<file path="src/rtl/bcd_rtc.sv">
// bcd_rtc: BCD real-time clock that keeps date and time from loaded telegrams.
//
// A prescaler divides clk down to one tick per second. Each tick advances a
// two-digit BCD cascade (second, minute, hour, day, month, year, weekday).
// A load replaces the date/time (seconds become 00) after validation. A load
// that fails validation is dropped and flagged on load_err. After a valid load,
// synced stays high for HOLDOVER_S further seconds while the clock runs free.
//
// Parameters
//   CLK_HZ      input clock frequency in Hz (>= 2)
//   HOLDOVER_S  seconds of free running after a load before synced drops (>= 1)
// Ports
//   clk, reset_n                    clock, asynchronous active-low reset
//   load_valid / load_ready         load handshake
//   ld_year..ld_minute (BCD)        date/time to load
//   ld_day_of_week                  weekday to load, 1=Monday .. 7=Sunday
//   year..second (BCD)              current date/time, registered
//   day_of_week                     current weekday, registered
//   sec_pulse, min_pulse            one-cycle tick strobes
//   load_err                        one-cycle strobe for a rejected load
//   synced                          time comes from a recent load
module bcd_rtc #(
   parameter int unsigned CLK_HZ     = 10_000_000,
   parameter int unsigned HOLDOVER_S = 3600
) (
   input  logic       clk,
   input  logic       reset_n,
   input  logic       load_valid,
   output logic       load_ready,
   input  logic [7:0] ld_year,
   input  logic [7:0] ld_month,
   input  logic [7:0] ld_day,
   input  logic [7:0] ld_hour,
   input  logic [7:0] ld_minute,
   input  logic [2:0] ld_day_of_week,
   output logic [7:0] year,
   output logic [7:0] month,
   output logic [7:0] day,
   output logic [7:0] hour,
   output logic [7:0] minute,
   output logic [7:0] second,
   output logic [2:0] day_of_week,
   output logic       sec_pulse,
   output logic       min_pulse,
   output logic       load_err,
   output logic       synced
);

   localparam int unsigned PW = $clog2(CLK_HZ);
   localparam int unsigned HW = $clog2(HOLDOVER_S + 1);
   localparam logic [PW-1:0] PrescMax = PW'(CLK_HZ - 1);
   localparam logic [HW-1:0] HoldInit = HW'(HOLDOVER_S);

   logic [7:0]    year_q, year_d, month_q, month_d, day_q, day_d;
   logic [7:0]    hour_q, hour_d, minute_q, minute_d, second_q, second_d;
   logic [2:0]    dow_q, dow_d;
   logic [PW-1:0] presc_q, presc_d;
   logic [HW-1:0] hold_q, hold_d;
   logic          sec_pulse_q, sec_pulse_d, min_pulse_q, min_pulse_d;
   logic          load_err_q, load_err_d, synced_q, synced_d;
   logic          load_ready_q, load_ready_d;

   logic          accept, ld_ok, load_good, wrap;

   function automatic logic is_bcd(input logic [7:0] v);
      return (v[7:4] <= 4'd9) && (v[3:0] <= 4'd9);
   endfunction

   function automatic logic [7:0] bcd_inc(input logic [7:0] v);
      if (v[3:0] == 4'd9) begin
         return {v[7:4] + 4'd1, 4'd0};
      end
      return {v[7:4], v[3:0] + 4'd1};
   endfunction

   // Year mod 4 on BCD: (10*tens + units) mod 4 == (2*tens + units) mod 4.
   function automatic logic is_leap(input logic [7:0] y);
      if (y[4]) begin
         return (y[3:0] == 4'd2) || (y[3:0] == 4'd6);
      end
      return (y[3:0] == 4'd0) || (y[3:0] == 4'd4) || (y[3:0] == 4'd8);
   endfunction

   function automatic logic [7:0] month_len(input logic [7:0] m, input logic [7:0] y);
      case (m)
         8'h04, 8'h06, 8'h09, 8'h11: return 8'h30;
         8'h02:                      return is_leap(y) ? 8'h29 : 8'h28;
         default:                    return 8'h31;
      endcase
   endfunction

   always_comb begin
      // BCD compares are numeric once every nibble is known to be <= 9.
      ld_ok = is_bcd(ld_year) && is_bcd(ld_month) && is_bcd(ld_day) &&
              is_bcd(ld_hour) && is_bcd(ld_minute) &&
              (ld_month >= 8'h01) && (ld_month <= 8'h12) &&
              (ld_day >= 8'h01) && (ld_day <= month_len(ld_month, ld_year)) &&
              (ld_hour <= 8'h23) && (ld_minute <= 8'h59) &&
              (ld_day_of_week >= 3'd1) && (ld_day_of_week <= 3'd7);
   end

   assign accept    = load_valid && load_ready_q;
   assign load_good = accept && ld_ok;
   assign wrap      = (presc_q == PrescMax);

   always_comb begin
      year_d       = year_q;
      month_d      = month_q;
      day_d        = day_q;
      hour_d       = hour_q;
      minute_d     = minute_q;
      second_d     = second_q;
      dow_d        = dow_q;
      hold_d       = hold_q;
      synced_d     = synced_q;
      sec_pulse_d  = 1'b0;
      min_pulse_d  = 1'b0;
      load_err_d   = accept && !ld_ok;
      load_ready_d = !accept;
      presc_d      = wrap ? '0 : presc_q + 1'b1;

      if (load_good) begin
         // A load wins over a coincident wrap: no tick, prescaler restarts.
         year_d   = ld_year;
         month_d  = ld_month;
         day_d    = ld_day;
         hour_d   = ld_hour;
         minute_d = ld_minute;
         second_d = 8'h00;
         dow_d    = ld_day_of_week;
         presc_d  = '0;
         hold_d   = HoldInit;
         synced_d = 1'b1;
      end else if (wrap) begin
         sec_pulse_d = 1'b1;
         if (hold_q != '0) begin
            hold_d = hold_q - 1'b1;
            if (hold_q == HW'(1)) begin
               synced_d = 1'b0;
            end
         end
         if (second_q == 8'h59) begin
            second_d    = 8'h00;
            min_pulse_d = 1'b1;
            if (minute_q == 8'h59) begin
               minute_d = 8'h00;
               if (hour_q == 8'h23) begin
                  hour_d = 8'h00;
                  dow_d  = (dow_q == 3'd7) ? 3'd1 : dow_q + 3'd1;
                  if (day_q == month_len(month_q, year_q)) begin
                     day_d = 8'h01;
                     if (month_q == 8'h12) begin
                        month_d = 8'h01;
                        year_d  = (year_q == 8'h99) ? 8'h00 : bcd_inc(year_q);
                     end else begin
                        month_d = bcd_inc(month_q);
                     end
                  end else begin
                     day_d = bcd_inc(day_q);
                  end
               end else begin
                  hour_d = bcd_inc(hour_q);
               end
            end else begin
               minute_d = bcd_inc(minute_q);
            end
         end else begin
            second_d = bcd_inc(second_q);
         end
      end
   end

   always_ff @(posedge clk or negedge reset_n) begin
      if (!reset_n) begin
         year_q       <= 8'h00;
         month_q      <= 8'h01;
         day_q        <= 8'h01;
         hour_q       <= 8'h00;
         minute_q     <= 8'h00;
         second_q     <= 8'h00;
         dow_q        <= 3'd1;
         presc_q      <= '0;
         hold_q       <= '0;
         sec_pulse_q  <= 1'b0;
         min_pulse_q  <= 1'b0;
         load_err_q   <= 1'b0;
         synced_q     <= 1'b0;
         load_ready_q <= 1'b1;
      end else begin
         year_q       <= year_d;
         month_q      <= month_d;
         day_q        <= day_d;
         hour_q       <= hour_d;
         minute_q     <= minute_d;
         second_q     <= second_d;
         dow_q        <= dow_d;
         presc_q      <= presc_d;
         hold_q       <= hold_d;
         sec_pulse_q  <= sec_pulse_d;
         min_pulse_q  <= min_pulse_d;
         load_err_q   <= load_err_d;
         synced_q     <= synced_d;
         load_ready_q <= load_ready_d;
      end
   end

   assign year        = year_q;
   assign month       = month_q;
   assign day         = day_q;
   assign hour        = hour_q;
   assign minute      = minute_q;
   assign second      = second_q;
   assign day_of_week = dow_q;
   assign sec_pulse   = sec_pulse_q;
   assign min_pulse   = min_pulse_q;
   assign load_err    = load_err_q;
   assign synced      = synced_q;
   assign load_ready  = load_ready_q;

endmodule

</file>
<file path="config.mk">
export PLATFORM = sky130hd
export DESIGN_NAME = bcd_rtc
export DESIGN_NICKNAME = d
export VERILOG_FILES = /design/src/rtl/bcd_rtc.sv
export SDC_FILE = /design/constraint.sdc
export NUM_CORES = 1
export LEC_CHECK = 0
export CELL_PAD_IN_SITES_DETAIL_PLACEMENT = 2
export CELL_PAD_IN_SITES_GLOBAL_PLACEMENT = 2
export CORE_ASPECT_RATIO = 0.9
export CORE_MARGIN = 4
export CORE_UTILIZATION = 29
export DETAILED_ROUTE_END_ITERATION = 16
export PLACE_DENSITY_LB_ADDON = 0.2
export SYNTH_ARGS = -nofsm -noshare
export SYNTH_HDL_FRONTEND = slang
export SYNTH_SLANG_ARGS = --single-unit
</file>
<file path="constraint.sdc">
create_clock -name clk -period 2.6 [get_ports clk]
set_clock_uncertainty 0.2 [all_clocks]
set_input_delay 0.39 -clock clk [delete_from_list [all_inputs] [get_ports clk]]
set_output_delay 0.39 -clock clk [all_outputs]
set_load 0.05 [all_outputs]
</file>
=== Word-level counts from Yosys, hierarchy flattened ===
Cells that the tools add are included.

* $add $sub $neg: 15
* $mul: 0
* Div/mod/pow operators: 0
* $lt $le $gt $ge: 18
* Equality and inequality tests: 33
* Shift-type cells: 0
* Muxes and demuxes: 132
* Bitwise operators: 0
* Reduce and logical (&&, ||, !) cells: 60

{| class="wikitable"
|+ Operators by type and width
! kind !! count
|-
| $mux W8 || 50
|-
| $mux W1 || 69
|-
| $add A4 B1 Y4 const B || 12
|-
| $mux W24 || 2
|-
| $le A4 B4 Y1 const B || 10
|-
| $mux W12 || 3
|-
| $eq A4 B4 Y1 const B || 8
|-
| $eq A8 B3 Y1 const B || 4
|-
| $add A24 B1 Y24 const B || 1
|-
| $eq A24 B24 Y1 const B || 1
|-
| $eq A8 B5 Y1 const B || 3
|-
| $logic_and A1 B1 Y1 || 20
|-
| $pmux W5 S2 || 2
|-
| $mux W3 || 6
|-
| $reduce_bool A3 Y1 || 6
|-
| $eq A4 B3 Y1 const B || 4
|-
| $eq A8 B2 Y1 const B || 2
|-
| $eq A8 B4 Y1 const B || 2
|-
| $eq A8 B7 Y1 const B || 2
|-
| $ge A8 B1 Y1 const B || 2
|-
| $reduce_bool A2 Y1 || 8
|-
| $eq A12 B1 Y1 const B || 1
|-
| $reduce_and A6 Y1 || 2
|-
| $reduce_bool A12 Y1 || 1
|-
| other kinds (22) || 37
|}

* Register bits after elaboration: 92
* Latch bits: 0
* Memory bits (writable): 0
* Bits in read-only memories: 0
* Output and inout bits: 56
* Word-level logic and storage cells: 278
* Memories: 0

=== Depth between registers and ports, before layout ===
Gate-level depths: netlist of run 1.

* Depth after elaboration: 46
* Mapped depth: 15
* Mapped depth without buffers: 13

=== Worst setup path before layout of run 1 ===
No wires, ideal clock.

* Path kind: flip-flop to flip-flop
* Start: reg month_q[2] (netlist: month[2])
* End: reg year_q[2] (netlist: year[2])
* Setup time: 82 ps
* Data arrival time: 2,769 ps
* Setup slack: -451 ps
* Cell stages (with the launch flop): 10
* Cells stage by stage: dfrtp_1 -> clkbuf_1 -> nand4bb_1 -> o21ai_0 -> a22oi_1 -> o2111ai_1 -> and2_1 -> clkbuf_1 -> or4_1 -> a31oi_1

* Longest elaborated chain between the ends: 11
* Elaborated cells between the ends (all ways): 17
* Classes of those cells: eq/ne (7); mux (6); reduce/logical (4)

{| class="wikitable"
|+ Ends and longest elaborated chain
! what !! RTL line !! text
|-
| from (decl) || 54 || <nowiki>logic [7:0] year_q, year_d, month_q, month_d, day_q, day_d;</nowiki>
|-
| from (signal assigned) || 191 || <nowiki>month_q <= month_d;</nowiki>
|-
| $eq A8 B3 Y1, or another cell as far along || 85 || <nowiki>case (m)</nowiki>
|-
| $reduce_or A4 Y1 || 85 ||
|-
| $pmux W5 S2 || 85 ||
|-
| $mux W8 || 147 || <nowiki>if (hour_q == 8'h23) begin</nowiki>
|-
| $mux W8 || 145 || <nowiki>if (minute_q == 8'h59) begin</nowiki>
|-
| $mux W8 || 142 || <nowiki>if (second_q == 8'h59) begin</nowiki>
|-
| $mux W8 || 134 || <nowiki>end else if (wrap) begin</nowiki>
|-
| $mux W8 || 122 || <nowiki>if (load_good) begin</nowiki>
|-
| $eq A8 B8 Y1 || 150 || <nowiki>if (day_q == month_len(month_q, year_q)) begin</nowiki>
|-
| $reduce_bool A2 Y1 (no line) || -- ||
|-
| $reduce_and A6 Y1 (no line) (*) || -- ||
|-
| to (signal assigned) || 190 || <nowiki>year_q <= year_d;</nowiki>
|-
| to (decl) || 54 ||
|}

Mark *: on every way between the ends. The rest lies on a longest branch, timed or not. The select of a mux whose other input is x is not followed.
A chain may end at the register's enable or synchronous reset.

=== Worst setup path in the final report of run 1 ===
* Start: reg presc_q[7]
* End: reg year_q[5] (netlist: year[5])

* Longest elaborated chain between the ends: 3

{| class="wikitable"
|+ Ends and longest elaborated chain
! what !! RTL line !! text
|-
| from (decl) || 57 || <nowiki>logic [PW-1:0] presc_q, presc_d;</nowiki>
|-
| from (signal assigned) || 197 || <nowiki>presc_q <= presc_d;</nowiki>
|-
| $eq A24 B24 Y1 || 104 || <nowiki>assign wrap = (presc_q == PrescMax);</nowiki>
|-
| $reduce_bool A2 Y1 (no line) || -- ||
|-
| $reduce_and A7 Y1 (no line) || -- ||
|}

Every way passes these cells.

==> results.py, run 1 <==
metrics = {
    "routing": {
        "routed_wl_um": 44900,
        "drt_iter0_drc": 557,
        "wl_per_cell_um": 35.8,
        "vias_per_cell": 6.14,
        "route.vias.total": 7694,
        "firstDrtPassIters": 5,
        "drc": 0,
        "antenna_left": 0,
    },
    "worst_setup_path": {
        "crit_fanout": 6,
        "required_ns": 2.66,
        "cp_common_cell": "buf_4",
        "end_kind": "flip-flop",
        "crit_chain": "buf_4, nor3_1, nand3_2, nor4_4, buf_4, nand4_1, a21oi_2, buf_4, mux2i_1, o21ai_1",
        "start_kind": "flip-flop",
        "slowest_delay_ns": 0.45,
        "worstSetupPathType": "reg2reg",
        "cp_slowest_cell": "dfrtp_1",
        "worst_ep_arrival_time_ns": 3.23,
    },
    "floorplanning": {
        "die_x_um": 156,
        "num_rows": 48,
        "dieArea_um2": 22200,
        "coreArea_um2": 19300,
        "die_y_um": 142,
        "start_util_pct": 29.8,
        "ios": 102,
    },
    "global_routing": {
        "grt_overflow_total": 0,
        "track_usage_pct": 30.2,
        "grt_pass1_wl_um": 51300,
        "first_global_vias": 8057,
        "antenna_found_initial": 0,
        "grt_max_degree": 67,
    },
    "clock_network": {
        "clk_path_buf_depth": 2,
        "insertion_delay_ns": 0.39,
        "cts_num_sinks": 92,
        "tritoncts": "built",
        "cts_buffers": 9,
        "root_buffer": "clkbuf_16",
        "clk_pin_slew_worst_paths_ns": 0.09,
        "cts-htree-levels": 3,
    },
    "logic_synthesis": {
        "synth_cell_type_count": 58,
        "syn_nets": 742,
        "synthXorXnorAreaFrac_pct": 5.18,
        "synth_cells": 668,
        "ys.flop_type": "dfrtp_1",
        "avgSynthCellArea_um2": 8.61,
        "yosysTopAreaCell": "dfrtp_1",
        "synth_simple_gate_area_share_pct": 29.4,
        "synthAdderAreaFrac_pct": 6.09,
        "synth_compound_area_share_pct": 14.0,
        "synthTopCellsByArea": "dfrtp_1 38%, ha_1 6.1%, nor2_1 5.8%, nand2_1 4.2%, o21ai_0 3.7%",
        "yosys_warnings": 0,
        "synth_mux_area_share_pct": 1.96,
        "synth_top_cell_area_share_pct": 38.3,
        "syn-cell-area_um2": 5750,
        "ys_ff_latch": 92,
        "synth-edff-count": 0,
        "synth_top_family_by_area": "simple AND/OR/NAND/NOR gates",
        "async_reset_ff_share_pct": 100,
        "synth-seq-area-share_pct": 40.1,
    },
    "timing": {
        "rsz0062_at_grt": "true",
        "tightest_slew_ns": 0.711,
        "final_max_slew_viol_count": 0,
        "holdWs_ns": 0.173,
        "layout_setup_ws_ns": -0.575,
        "period_share_pct": 122,
        "finalHoldViolations": 0,
        "relSlewSlack_pct": 52.2,
        "period_needed_ns": 3.18,
        "setup_viol": 91,
        "timing.fmax_mhz": 315,
    },
    "placement": {
        "dpl_cell_area_um2": 8410,
        "pre_cts_ws_ns": -0.988,
        "gp_congestion": 0.843,
        "portBuffers": 101,
        "dp.cells": 1161,
        "post-dp-hpwl_um": 19400,
    },
    "status": {
        "violations": "negative setup slack",
        "status": "complete, but fails checks",
    },
    "final_layout": {
        "mostFrequentLayoutCells": "183 x buf_4, 87 x clkdlybuf4s50_1, 76 x dfrtp_1, 47 x nor2_1, 42 x nand2_1",
        "layout-drive-gt1-share_pct": 51.0,
        "antenna_cells": 0,
        "syn_to_final_growth_pct": 93.2,
        "fin_nets": 1073,
        "fin_area_um2": 11100,
        "instances_no_fill": 1254,
        "layout_commonest_cell": "buf_4",
    },
    "power_and_ir_drop": {
        "peakVddDrop_mv": 0.374,
        "p_per_area_nw_per_um2": 311,
        "leakage_nw": 4.77,
    },
    "job": {
        "drv_cap": 0,
    },
    "hold_path": {
        "min_path_type": "in2reg",
    },
}
## cells in the mapped netlist (all sizes together) (2+ instances only)
cell and count:
nor2 90, dfrtp 88, nand2 65, o21ai 42, a21oi 41, nand3 31
ha 28, clkbuf 25, inv 23, xor2 22, nand4 20, nor3 18
a31oi 13, nor4 13, and3 12, xnor2 12, nor4b 10, or3 10
mux2i 9, or4 9, and2 8, nor2b 7, o31ai 7, a211oi 5
nand4b 5, and3b 4, dfstp 4, nand3b 4, nand4bb 4, a22oi 3
nand2b 3, or2 3, a41o 2, and4b 2, mux2 2, nor3b 2
o211a 2, o211ai 2, o21a 2, o311ai 2, o41ai 2
## layout make-up
cell class | instances | area (um^2)
Multi-Input combinational cell | 529 | 4740
Clock buffer | 9 | 225
Tap cell | 250 | 313
Inverter | 23 | 86.3
Clock inverter | 7 | 81.3
Timing Repair Buffer | 344 | 3350
Fill cell | 1861 | 8220
Sequential cell | 92 | 2320
## per-stage QoR
stage / power, mW / setup TNS [ns] / utilization, %
2_1_floorplan: 1.56 / -0.938 / -
3_3_place_gp: 1.78 / -65.91 / 43.5
3_5_place_dp: 1.80 / -78.53 / 43.5
4_1_cts: 3.27 / -2.60 / 49.6
5_1_grt: 3.53 / -29.79 / 57.5
6_report: 3.46 / -27.78 / 57.5
## critical path: cells and delay by family, from the launching register on
kind | cells | cell delay (ns)
flops | 1 | 0.45
mux | 1 | 0.29
compound gates | 2 | 0.36
buf+inv | 3 | 0.53
simple gates | 4 | 1.21
## worst paths after layout
check	startpoint	end	slack (ns)	cells after the start
min in group asynchronous	reset_n	presc_q[11]	0.39	3
setup / recovery	presc_q[7]	year[5]	-0.58	10
hold reg to reg	synced	synced	0.44	2
setup reg to reg	presc_q[7]	year[5]	-0.58	10
hold / removal	ld_year[4]	year[4]	0.17	3
max in group asynchronous	reset_n	month[0]	1.42	3
## cell families after synthesis
logic type / Yosys count
AO/OA/AOI/OAI: 133
XOR/XNOR: 34
adder cells (fa/ha/maj): 28
buffers and inverters: 49
flip-flops: 92
multiplexers: 11
AND/OR/NAND/NOR: 321
## flip-flops by register name, summed over array words and instances, names as in the netlist, 3 cells and up
register     count
second           8
presc_q         24
year             8
minute           8
day              8
day_of_week      3
hour             8
hold_q          12
month            8
## routing by layer
metal / routed length (um) / share of wire [%] / up-vias / track usage (%)
met5: 0 / 0 / - / 0
met4: 2040 / 4.5 / 0 / 12.9
met3: 2800 / 6.2 / 160 / 6.22
met2: 21800 / 48 / 437 / 50.4
met1: 18300 / 41 / 4009 / 37.9
li1: - / - / 3088 / -
## report_power, final
group / switching [mW] / total, mW / internal [mW]
Combinational: 0.235 / 0.433 / 0.197
Sequential: 0.0217 / 1.47 / 1.45
Clock: 0.786 / 1.55 / 0.768
Total: 1.04 / 3.46 / 2.41
## what timing repair did
| action | in CTS | in global routing |
|---|---|---|
| resized for setup | 196 | 236 |
| hold buffers | 1 | 0 |
| endpoints found under the hold margin | 88 | 0 |
| gates cloned | 2 | 11 |
| pin swaps | 49 | 79 |
| setup buffers | 23 | 45 |
| setup endpoints to repair | 91 | 89 |
(Power assumes the default switching activity.)
==> inputs of run 2 (changes only) <==
- CAP_MARGIN: not set -> 15
==> results of run 2 <==
Same layout as run 1: the final DEF is identical, and so are final timing and power.
